### config.mk
export PLATFORM = sky130hd
export DESIGN_NAME = ahb_sram_ctrl
export DESIGN_NICKNAME = d
export VERILOG_FILES = /design/src/rtl/ahb_sram_ctrl.sv
export SDC_FILE = /design/constraint.sdc
export NUM_CORES = 1
export LEC_CHECK = 0
export CAP_MARGIN = 20
export CORE_ASPECT_RATIO = 1.2
export CORE_MARGIN = 1.5
export CORE_UTILIZATION = 21
export DETAILED_ROUTE_END_ITERATION = 6
export GPL_TIMING_DRIVEN = 1
export MAX_ROUTING_LAYER = met4
export PLACE_DENSITY = 0.75
export SLEW_MARGIN = 20
export SYNTH_ARGS = -nofsm -noshare
export SYNTH_HDL_FRONTEND = slang
export SYNTH_SLANG_ARGS = --single-unit
### constraint.sdc
create_clock -name clk -period 2.46 [get_ports clk]
set_input_delay 0.738 -clock clk [delete_from_list [all_inputs] [get_ports clk]]
set_output_delay 0.738 -clock clk [all_outputs]
set_load 0.005 [all_outputs]
### src/rtl/ahb_sram_ctrl.sv
// AHB-Lite slave sequencing a 32-bit byte-enabled write-first SRAM with 1-cycle read latency.
// Reads and writes run back-to-back at zero wait; a read landing on a write data phase costs one wait.
module ahb_sram_ctrl #(
  parameter int ADDR_WIDTH = 10
) (
  input  logic                  clk,
  input  logic                  rst,
  input  logic                  hsel,
  input  logic [31:0]           haddr,
  input  logic [1:0]            htrans,
  input  logic                  hwrite,
  input  logic [2:0]            hsize,
  input  logic [31:0]           hwdata,
  input  logic                  hready,
  output logic                  hreadyout,
  output logic [31:0]           hrdata,
  output logic                  hresp,
  output logic [ADDR_WIDTH-1:0] ram_addr,
  output logic [3:0]            ram_enb,
  output logic [3:0]            ram_web,
  output logic [31:0]           ram_din,
  input  logic [31:0]           ram_dout
);

  typedef enum logic [1:0] {IDLE, WR_DATA, RD_DATA, RD_ISSUE} state_t;

  state_t                state, state_nxt;
  logic [ADDR_WIDTH-1:0] addr_q;
  logic [3:0]            mask_q;
  logic                  accept;
  logic [ADDR_WIDTH-1:0] haddr_word;
  logic [3:0]            mask;
  logic                  unused_ok;

  assign accept     = hsel & htrans[1] & hready;
  assign haddr_word = haddr[ADDR_WIDTH+1:2];
  assign hresp      = 1'b0;
  assign unused_ok  = &{1'b0, haddr[31:ADDR_WIDTH+2], htrans[0]};

  always_comb begin
    case (hsize)
      3'd0:    mask = 4'b0001 << haddr[1:0];
      3'd1:    mask = haddr[1] ? 4'b1100 : 4'b0011;
      default: mask = 4'b1111;
    endcase
  end

  // addr_q serves both the pending write and a read deferred behind that write
  always_ff @(posedge clk) begin
    if (rst) begin
      state  <= IDLE;
      addr_q <= '0;
      mask_q <= '0;
    end else begin
      state <= state_nxt;
      if (accept) begin
        addr_q <= haddr_word;
        mask_q <= mask;
      end
    end
  end

  always_comb begin
    state_nxt = state;
    hreadyout = 1'b1;
    hrdata    = '0;
    ram_addr  = addr_q;
    ram_enb   = '0;
    ram_web   = '0;
    ram_din   = hwdata;
    case (state)
      IDLE, RD_DATA: begin
        if (state == RD_DATA) hrdata = ram_dout;
        state_nxt = IDLE;
        if (accept) begin
          if (hwrite) begin
            state_nxt = WR_DATA;
          end else begin
            state_nxt = RD_DATA;
            ram_addr  = haddr_word;
            ram_enb   = 4'hF;
          end
        end
      end
      WR_DATA: begin
        ram_enb = mask_q;
        ram_web = mask_q;
        // the RAM port is busy with the write, so a new read is replayed next cycle
        if (accept) state_nxt = hwrite ? WR_DATA : RD_ISSUE;
        else        state_nxt = IDLE;
      end
      RD_ISSUE: begin
        hreadyout = 1'b0;
        ram_enb   = 4'hF;
        state_nxt = RD_DATA;
      end
      default: state_nxt = IDLE;
    endcase
    if (rst) begin
      state_nxt = IDLE;
      hreadyout = 1'b1;
      hrdata    = '0;
      ram_enb   = '0;
      ram_web   = '0;
    end
  end

endmodule

==> metrics.cfg <==
[timing]
timing.clock.skew_ns = 0.00000810
rsz0062_at_grt = true
period_share_pct = 106
slew_limit_fails = 0
fmax_mhz = 385
finalHoldViolCount = 0
setup_viol_count_final = 10
worst_slack_ns = -0.139
timing.final.crit_period_ns = 2.60

[routing]
wl_per_cell_um = 12.5
postRouteWirelength_um = 4230
drt_first_iter_violations = 11
drc = 0
dr_total_vias = 1378
drt-pass1-iter-count = 4
avgViaCountPerCell = 4.06
postRouteAntennaNets = 0

[floorplanning]
placeableCoreArea_um2 = 5970
design.die.area_um2 = 6630
dieWidth_um = 74.6
initial_core_util_pct = 21.6
die_h_um = 88.9
placement_rows = 31
io_pins = 190

[layout]
post_route_cells_drive_above_1_share_pct = 39.3
syn2layout_area_growth_pct = 82.8
fin_cells = 339
utilization_pct = 39.5
multi_input_comb_area_um2 = 741
design.final.nets = 364
layout.filler_cells = 657
inserted_diodes = 0
sequential_cell_area_um2 = 320

[clock_tree]
tritoncts.num_buffers = 3
cts_tree = done
clkSinkCount = 16
clockBufferDepth = 2
postCtsHoldBufs = 0
h-tree-depth = 1
clk_pin_slew_ns = 0.06
clk_root_buffer_cell = sky130_fd_sc_hd__clkbuf_8
insertion_delay_of_the_later_clocked_pin_in_the_worst_skew_pair_ns = 0.25

[logic_synthesis]
synth_mux_area_share_pct = 10.5
largest_family_of_logic_cells_by_synthesized_area = simple AND/OR/NAND/NOR gates
post_synth_and_or_nand_nor_area_fraction_pct = 30.2
synth_nets = 274
async_reset_ff_share_pct = 0
synth-adder-area-share_pct = 0
synth_enable_flop_cells = 0
ys_dominant_reg_cell = sky130_fd_sc_hd__dfxtp_1
synth_compound_gate_area_share_pct = 11.4
yosysWarnings = 0
yosys.area_share.xor_xnor_pct = 0
synth_sequential_area_ratio_pct = 24.8
post_synth.cell_area_avg_um2 = 7.69
post_synth_num_cell_types = 23
postSynthRegisterBits = 16
postSynthCellCount = 168
synth_area_um2 = 1290

[global_routing]
grt_pass1_wl_um = 6270
grt_pass1_vias = 1306
grt_start_max_net_pins = 14
global_route.usage.total_pct = 12.8
antenna_found_initial = 0
grt-ovfl-total = 0

[power_and_ir_drop]
power_leakage_uw = 0.00110
vdd_ir_drop_max_v = 0.000172
powerDensity_nw_per_um2 = 291

[worst_setup_path]
critical_path.endpoint_type = output pin
timing.critical_path.arrival_ns = 1.86
setup.worst_path.class = in2out
flop2flop_setup_slack_ns = 1.52
critical_path.startpoint_type = input pin
cp.required_ns = 1.72
critical_path.max_fanout = 4

[placed_design]
placement.io_buffers = 103
dp_hpwl_um = 3070
gp_routability_congestion = 0.706
placed_instance_count = 319

[status]
outcome = finished with violations
violations = setup timing

[worst_hold_path]
hp-class = reg2reg

[flow_run]
maxCapViolations = 0

==> cells by family (layout without fill, tap and decap cells) <==
group | after synthesis | count (layout)
compound gates | 26 | 26
other cells | 1 | 1
mux | 10 | 10
simple gates | 72 | 73
flops | 16 | 16
buf+inv | 43 | 131
==> critical path, cell delays in order <==
cell and delay (ns):
sky130_fd_sc_hd__buf_8 0.07, sky130_fd_sc_hd__nand3_4 0.08, sky130_fd_sc_hd__or3_4 0.42, sky130_fd_sc_hd__buf_6 0.14
sky130_fd_sc_hd__mux2_4 0.29, sky130_fd_sc_hd__buf_6 0.11
==> through the flow <==
step / TNS, ns / power [uW] / instance area, um2 / hold WS, ns / worst slack (ns)
finish: -1.09 / 687 / 2360 / 0.454 / -0.139
global route: -1.51 / 727 / 2360 / 0.472 / -0.177
CTS: -1.27 / 697 / 2340 / 0.458 / -0.161
detailed placement: -31.59 / 447 / 2230 / 0.449 / -0.852
global placement: -31.89 / 444 / 2230 / 0.444 / -0.844
floorplan: 0 / 366 / 1290 / 0.433 / 0.0102
==> final timing paths <==
| path | cells past startpoint | startpoint | end |
|---|---|---|---|
| worst max-delay path | 6 | hready | ram_addr[6] |
| worst min-delay path | 2 | addr_q[6] | addr_q[6] |
| worst max register to register | 3 | state[0] | state[0] |
| worst min register to register | 2 | addr_q[6] | addr_q[6] |
==> cells in the final DEF (no fill, tap or decap), drive strengths merged <==
cell type and count:
clkbuf 4, mux2 10, nand2b 4, conb 1
or3 2, nor3b 1, clkdlybuf4s50 48, dfxtp 16
nand3 1, buf 75, a211oi 5, nor2 5
a21oi 14, dlygate4sd2 4, nand3b 1, nor3 1
and3 1, and2 36, o21bai 1, o31ai 1
o21ai 5, nand2 21
==> report_power, final <==
part	switching, uW	internal [uW]	total (uW)
registers	5.34	269	274
logic	54.6	125	180
clock network	91.4	142	233
total	151	536	687
==> metal layers <==
layer	vias up	wire length (um)	global-route usage, %	share of wire [%]
met5	-	0	-	0
met4	0	34	3.14	0.80
met3	6	238	3.49	5.6
met2	54	2100	19.2	50
met1	627	1860	16.9	44
li1	691	-	-	-
==> cell usage after synthesis, types with 4 or more instances <==
cell / instances / area share, %
sky130_fd_sc_hd__nand2_1: 21 / 6.1
sky130_fd_sc_hd__clkbuf_1: 8 / 2.3
sky130_fd_sc_hd__a211oi_1: 5 / 2.9
sky130_fd_sc_hd__and2_1: 36 / 17
sky130_fd_sc_hd__o21ai_0: 5 / 1.9
sky130_fd_sc_hd__buf_4: 33 / 19
sky130_fd_sc_hd__mux2_2: 4 / 3.5
sky130_fd_sc_hd__nor2_1: 5 / 1.5
sky130_fd_sc_hd__dfxtp_1: 16 / 25
sky130_fd_sc_hd__a21oi_1: 14 / 5.4
sky130_fd_sc_hd__mux2_4: 6 / 7.0
sky130_fd_sc_hd__nand2b_1: 4 / 1.9
==> state kept, by name, summed over array words and instances (netlist names) <==
register,cells
addr_q,10
mask_q,4
state,2
==> cell type report <==
type,instances,share of cell area (%)
Clock buffer,4,2.33
Timing Repair Buffer,127,48.4
Multi-Input combinational cell,110,31.4
Tap cell,82,4.35
Sequential cell,16,13.6
==> timing repair <==
item                                    4_1_cts  5_1_grt
pin swaps                                     4        3
cloned                                        4        0
setup buffers                                14        0
resized for setup                           239        9
endpoints found under the setup margin       51       35
No activity file was read; power rests on OpenSTA's default activity.
